==> src/rtl/sl_tx_if.sv <==
// Router-side handshake and SL line bundle for one TX channel.
// The master modport is the router side and the slave modport is the channel.
interface sl_tx_if;
  logic [31:0] wr_data;
  logic        data_we;
  logic [15:0] wr_config;
  logic        config_we;
  logic        busy;
  logic [15:0] config_out;
  logic        status_changed;
  logic        sl0;
  logic        sl1;

  modport master (
    output wr_data, data_we, wr_config, config_we,
    input  busy, config_out, status_changed, sl0, sl1
  );

  modport slave (
    input  wr_data, data_we, wr_config, config_we,
    output busy, config_out, status_changed, sl0, sl1
  );
endinterface

==> src/rtl/sl_tx_channel.sv <==
// Single SL-line transmitter channel.
// Serialises a 32-bit word LSB first onto the two-wire SL line.
// Both SL lines idle high.
// Optional odd parity is built only when SL_TX_PARITY_EN is defined.
// Without that macro, config[14] is stored and read back but has no effect.
//
// state | meaning
// IDLE  | waiting for data_we; config writes accepted
// PULSE | current bit driven low on sl0 (bit=0) or sl1 (bit=1) for D+1 cycles
// GAP   | both lines high for D+1 cycles between bits
// STOP  | inter-word idle gap of STOP_BITS*2*(D+1) cycles, still busy
module sl_tx_channel #(
  parameter int CONFIG_WIDTH = 16,
  parameter int STOP_BITS    = 2
) (
  input  logic    clk,
  input  logic    rst_n,
  sl_tx_if.slave  bus
);

  typedef enum logic [1:0] {IDLE, PULSE, GAP, STOP} state_t;

  state_t                  state;
  logic [CONFIG_WIDTH-1:0] cfg_q;
  logic [32:0]             sh;
  logic [5:0]              bits_left;
  logic [7:0]              d_q;
  logic [15:0]             cnt;
  logic                    busy_q;
  logic                    sc_q;
  logic                    sl0_q;
  logic                    sl1_q;

  logic [5:0]  l_raw;
  logic [5:0]  l_eff;
  logic [7:0]  d_eff;
  logic        par_en;
  logic        par_bit;
  logic [31:0] data_m;
  logic [32:0] frame;
  logic [5:0]  n_bits;
  logic [15:0] stop_len;

  // Effective word parameters; a config write in the same cycle as data_we applies to this word.
  always_comb begin
    l_raw = bus.config_we ? bus.wr_config[5:0] : cfg_q[5:0];
    d_eff = bus.config_we ? bus.wr_config[13:6] : cfg_q[13:6];
    if (l_raw < 6'd8)
      l_eff = 6'd8;
    else if (l_raw > 6'd32)
      l_eff = 6'd32;
    else
      l_eff = l_raw;
    for (int i = 0; i < 32; i++)
      data_m[i] = bus.wr_data[i] && (6'(i) < l_eff);
`ifdef SL_TX_PARITY_EN
    par_en  = bus.config_we ? bus.wr_config[14] : cfg_q[14];
    par_bit = ~(^data_m);
`else
    par_en  = 1'b0;
    par_bit = 1'b0;
`endif
    // The parity bit sits directly above the last data bit, so it is shifted out in order.
    frame    = {1'b0, data_m} | (33'(par_en & par_bit) << l_eff);
    n_bits   = l_eff + {5'd0, par_en};
    stop_len = 16'(STOP_BITS * 2 * (int'(d_q) + 1) - 1);
  end

  // Sequencer with registered line, busy and strobe outputs.
  always_ff @(posedge clk or negedge rst_n) begin
    if (!rst_n) begin
      state     <= IDLE;
      cfg_q     <= '0;
      sh        <= '0;
      bits_left <= '0;
      d_q       <= '0;
      cnt       <= '0;
      busy_q    <= 1'b0;
      sc_q      <= 1'b0;
      sl0_q     <= 1'b1;
      sl1_q     <= 1'b1;
    end else begin
      sc_q <= 1'b0;
      case (state)
        IDLE: begin
          if (bus.config_we)
            cfg_q <= bus.wr_config;
          if (bus.data_we) begin
            sh        <= frame;
            bits_left <= n_bits - 6'd1;
            d_q       <= d_eff;
            cnt       <= {8'd0, d_eff};
            state     <= PULSE;
            busy_q    <= 1'b1;
            sc_q      <= 1'b1;
            sl0_q     <= frame[0];
            sl1_q     <= ~frame[0];
          end
        end
        PULSE: begin
          if (cnt == 16'd0) begin
            sl0_q <= 1'b1;
            sl1_q <= 1'b1;
            cnt   <= {8'd0, d_q};
            state <= GAP;
          end else begin
            cnt <= cnt - 16'd1;
          end
        end
        GAP: begin
          if (cnt == 16'd0) begin
            if (bits_left != 6'd0) begin
              sh        <= sh >> 1;
              bits_left <= bits_left - 6'd1;
              cnt       <= {8'd0, d_q};
              state     <= PULSE;
              sl0_q     <= sh[1];
              sl1_q     <= ~sh[1];
            end else begin
              cnt   <= stop_len;
              state <= STOP;
            end
          end else begin
            cnt <= cnt - 16'd1;
          end
        end
        STOP: begin
          if (cnt == 16'd0) begin
            state  <= IDLE;
            busy_q <= 1'b0;
            sc_q   <= 1'b1;
          end else begin
            cnt <= cnt - 16'd1;
          end
        end
        default: state <= IDLE;
      endcase
    end
  end

  assign bus.busy           = busy_q;
  assign bus.config_out     = cfg_q;
  assign bus.status_changed = sc_q;
  assign bus.sl0            = sl0_q;
  assign bus.sl1            = sl1_q;

endmodule

==> src/flat_wrapper.sv <==
// flat-port wrapper written by rule: the top's interface ports become plain ports
module sl_tx_channel_flat 
#(
  parameter int CONFIG_WIDTH = 16,
  parameter int STOP_BITS    = 2
)
  (clk, rst_n, bus_wr_data, bus_data_we, bus_wr_config, bus_config_we, bus_busy, bus_config_out, bus_status_changed, bus_sl0, bus_sl1);
  sl_tx_if bus_i ();
  input  logic clk;
  input  logic rst_n;
  input wire logic [$bits(bus_i.wr_data)-1:0] bus_wr_data;
  input wire logic [$bits(bus_i.data_we)-1:0] bus_data_we;
  input wire logic [$bits(bus_i.wr_config)-1:0] bus_wr_config;
  input wire logic [$bits(bus_i.config_we)-1:0] bus_config_we;
  output wire logic [$bits(bus_i.busy)-1:0] bus_busy;
  output wire logic [$bits(bus_i.config_out)-1:0] bus_config_out;
  output wire logic [$bits(bus_i.status_changed)-1:0] bus_status_changed;
  output wire logic [$bits(bus_i.sl0)-1:0] bus_sl0;
  output wire logic [$bits(bus_i.sl1)-1:0] bus_sl1;
  assign bus_i.wr_data = bus_wr_data;
  assign bus_i.data_we = bus_data_we;
  assign bus_i.wr_config = bus_wr_config;
  assign bus_i.config_we = bus_config_we;
  assign bus_busy = bus_i.busy;
  assign bus_config_out = bus_i.config_out;
  assign bus_status_changed = bus_i.status_changed;
  assign bus_sl0 = bus_i.sl0;
  assign bus_sl1 = bus_i.sl1;
  sl_tx_channel #(.CONFIG_WIDTH(CONFIG_WIDTH), .STOP_BITS(STOP_BITS)) u_core (.clk(clk), .rst_n(rst_n), .bus(bus_i));
endmodule
==> config.mk <==
export PLATFORM = sky130hd
export DESIGN_NAME = sl_tx_channel_flat
export DESIGN_NICKNAME = d
export VERILOG_FILES = /design/src/rtl/sl_tx_if.sv /design/src/rtl/sl_tx_channel.sv /design/src/flat_wrapper.sv
export SDC_FILE = /design/constraint.sdc
export NUM_CORES = 1
export LEC_CHECK = 0
export ABC_CLOCK_PERIOD_IN_PS = 3660
export CELL_PAD_IN_SITES_DETAIL_PLACEMENT = 0
export CELL_PAD_IN_SITES_GLOBAL_PLACEMENT = 1
export CORE_UTILIZATION = 25
export DETAILED_ROUTE_END_ITERATION = 10
export DONT_BUFFER_PORTS = 1
export PLACE_DENSITY_LB_ADDON = 0.1
export RECOVER_POWER = 25
export SYNTH_ARGS = -nofsm -noshare
export SYNTH_HDL_FRONTEND = slang
export SYNTH_SLANG_ARGS = --single-unit
==> constraint.sdc <==
create_clock -name clk -period 3.66 [get_ports clk]
set_clock_uncertainty 0.1 [all_clocks]
set_input_delay 0.732 -clock clk [delete_from_list [all_inputs] [get_ports clk]]
set_output_delay 0.732 -clock clk [all_outputs]
set_load 0.02 [all_outputs]
==> results.toml <==
[yosys]
post_synth_most_frequent_cells = "dfrtp_1, nand2_1, o21ai_0"
synth_area_leader_cell = "dfrtp_1"
synth_area_um2 = 5070
ys_dominant_reg_cell = "dfrtp_1"
postSynthCellCount = 564
synth.most_common_cell = "dfrtp_1"
synth_async_sr_flop_share = 1.00
synth.lib_cells_used.distinct = 70
yosys.area.top_type_share = 0.400
synth.ff_latch_count = 83
avgSynthCellArea_um2 = 9.00
synth-edff-count = 0
yosys_warnings = 0
synth_sequential_area_ratio = 0.410
synthTopCellsByArea = "dfrtp_1, o21ai_0, mux2_2"
net_count_of_the_mapped_netlist = 625

[worst_setup_path]
crit_arrival_ns = 3.14
critical_path.n_buffers_inverters = 2
critPathKind = "flop to flop"
cp_data_required_time_ns = 3.83
cp_max_fo = 10
cpMaxStageDelayCell = "a41oi_1"
worst_setup_path_end_kind = "flop"
timing.critical_path.from_type = "flop"
timing.critical_path.max_delay_family = "simple AND/OR/NAND/NOR gates"
critical_path.cell_chain = "inv_1, ha_1, nor4b_1, buf_4, and2_0, a41oi_1, nand2_1, or4_1, o211ai_1"
critPathMaxStageDelay_ns = 0.86

[drt]
drt-pass1-iter-count = 5
detailroute.wirelength.met3_um = 864
post-route-drc-count = 0
dr_wl_met2_um = 6780
dr.first_iter.drc_count = 283
detailroute.via_count = 4354
highest-signal-layer = "met4"
route.detailed.wl_per_inst_um = 18.7
routed_wirelength_um = 15500
postRouteAntennaNets = 0
vias_per_cell = 5.26
detail_route.wirelength.met1_um = 7640

[global_routing]
gr-usage-all-layers = 0.156
number_of_antenna_violations_at_the_first_check_in_global_routing = 0
pin_count_of_the_biggest_net_entering_global_routing = 82
grt_pass1_vias = 4276
first_pass_grt_wire_length_um = 24600
globalRouteOverflowTotal = 0

[pwr]
powerDensity_nw_per_um2 = 931
power_frac_seq = 0.356
p_leak_nw = 2.30
vdd.ir_drop.worst_v = 0.000316
internal_power_contribution_mw = 2.87
power.combinational.fraction = 0.463
clock_power_share = 0.181
switchingPower_mw = 2.42
power.share.switching = 0.457

[cells_and_area]
fin_area_um2 = 5690
syn_to_final_growth_pct = 12.1
num_antenna_cells = 0
finalNonFillerCells = 827
drive_gt1_frac = 0.128
finish.net_count = 618

[place]
dpl_cell_area_um2 = 5370
dp_hpwl_um = 11100
place_congestion = 0.790
post-place-ws_ns = 0.721
dp_cells = 810
io_buf_count = 0

[timing]
finalSetupViolations = 0
timing.max_slew.rel_slack = -0.456
hold_viol = 0
report.final.slew_viol_count = 82
layout_setup_ws_ns = 0.687
finalCriticalPeriod_ns = 2.97
timing.fmax_mhz = 336
layout_worst_path_cycle_share = 0.812
tightest_slew_ns = 2.18
finalHoldWorstSlack_ns = 0.127
fin_tns_setup_ns = 0
setup_repair_after_global_routing_missed_its_margin = "false"

[floorplanning]
initial_core_util = 0.258
core-area_um2 = 19700
ioPinCount = 72
core.rowCount = 51
die-area_um2 = 20900
die_width_um = 144
die-height_um = 144

[clock_network]
cts-resized-gates = 0
cts-root-buf = "clkbuf_16"
tritoncts = "yes"
cts.reportedPaths.clkPinSlew_ns = 0.07
htreeDepth = 3
tritoncts.num_buffers = 9
clock_latency_ns = 0.34
tritoncts_num_sinks = 83
clk_path_buf_depth = 2

[hold_path]
hp-class = "input port to asynchronous set/reset pin"

[outcome]
status = "finished, violations left"
failing_checks = "capacitance limit, slew limit"

[job]
timing.max_cap.violations = 1
-- power groups by stage --
stage               logic [mW]  registers (mW)  clock network, mW
floorplan                 1.95            1.70                  0
global placement          2.44            1.89                  0
detailed placement        2.44            1.90                  0
CTS                       2.47            1.88               1.01
global route              2.75            1.95               1.04
finish                    2.45            1.88              0.956
-- final cells by class --
type | count | area, um2
sequential | 83 | 2080
multi-input combinational | 435 | 2810
timing repair buffer | 14 | 103
clock buffer | 10 | 239
tap | 265 | 332
fill | 2134 | 14000
clock inverter | 6 | 72.6
inverter | 14 | 52.6
-- logic make-up (layout without fill, tap and decap cells) --
logic type | Yosys count | in the layout | share of synthesized area
buf+inv | 46 | 44 | 0.0375
simple gates | 191 | 191 | 0.189
xor+xnor | 9 | 9 | 0.0155
mux | 46 | 46 | 0.0974
fa+ha+maj | 9 | 9 | 0.0222
flops | 83 | 83 | 0.410
compound gates | 180 | 180 | 0.229
-- final timing paths --
kind                                           start                    endpoint  slack, ns  cells past startpoint
max in group asynchronous                      rst_n   u_core.sh[25]$_DFFE_PN0P_       1.25                      1
setup reg to reg           u_core.cnt[0]$_DFFE_PN0P_   u_core.cnt[5]$_DFFE_PN0P_       0.69                      9
min in group clk           u_core.sh[31]$_DFFE_PN0P_   u_core.sh[31]$_DFFE_PN0P_       0.38                      2
hold / removal                                 rst_n  u_core.bus.sl1$_DFFE_PN1P_       0.13                      0
hold reg to reg            u_core.sh[31]$_DFFE_PN0P_   u_core.sh[31]$_DFFE_PN0P_       0.38                      2
setup / recovery           u_core.cnt[0]$_DFFE_PN0P_   u_core.cnt[5]$_DFFE_PN0P_       0.69                      9
-- per-layer routing --
| layer | vias to the layer above | track usage |
|---|---|---|
| met4 | 0 | 0.0421 |
| li1 | 2084 | - |
| met1 | 2147 | 0.221 |
| met2 | 111 | 0.233 |
| met3 | 12 | 0.0401 |
| met5 | - | 0 |
-- through the flow --
| step | power, mW | util |
|---|---|---|
| finish | 5.29 | 0.289 |
| CTS | 5.36 | 0.290 |
| floorplan | 3.65 | - |
| global placement | 4.34 | 0.273 |
| global route | 5.74 | 0.289 |
| detailed placement | 4.34 | 0.273 |
-- registers in the layout, indices dropped and copies added (netlist names) --
name / cells
u_core.bits_left: 6
u_core.bus.sl1: 1
u_core.bus.busy: 1
u_core.bus.sl0: 1
u_core.d_q: 8
u_core.cnt: 16
u_core.bus.status_changed: 1
u_core.bus.config_out: 16
u_core.sh: 31
u_core.state: 2
-- what timing repair did --
| item | CTS | global route |
|---|---|---|
| hold endpoints to repair | 81 | 0 |
| endpoints found under the setup margin | 0 | 0 |
| buffers inserted | 0 | 0 |
| hold buffers | 1 | 0 |
-- layout by cell type (no fill, tap or decap), drive strengths merged, types with 3 or more instances in the layout --
cell type	n
or3	6
a22o	3
dfrtp	81
mux2i	19
a211oi	6
o211ai	4
a21o	6
a32oi	9
nor2b	7
nand3	9
o21ai	68
a21oi	30
mux2	27
nor3	22
a31oi	6
clkbuf	11
ha	9
nor4	7
a22oi	3
and2	4
a221oi	8
clkinv	3
or2	4
nor4b	4
xnor2	6
or4	4
o22ai	4
xor2	3
nand2	75
nor2	30
o31ai	5
buf	13
inv	15
and3	3
nand2b	8
(Power assumes the default switching activity.)
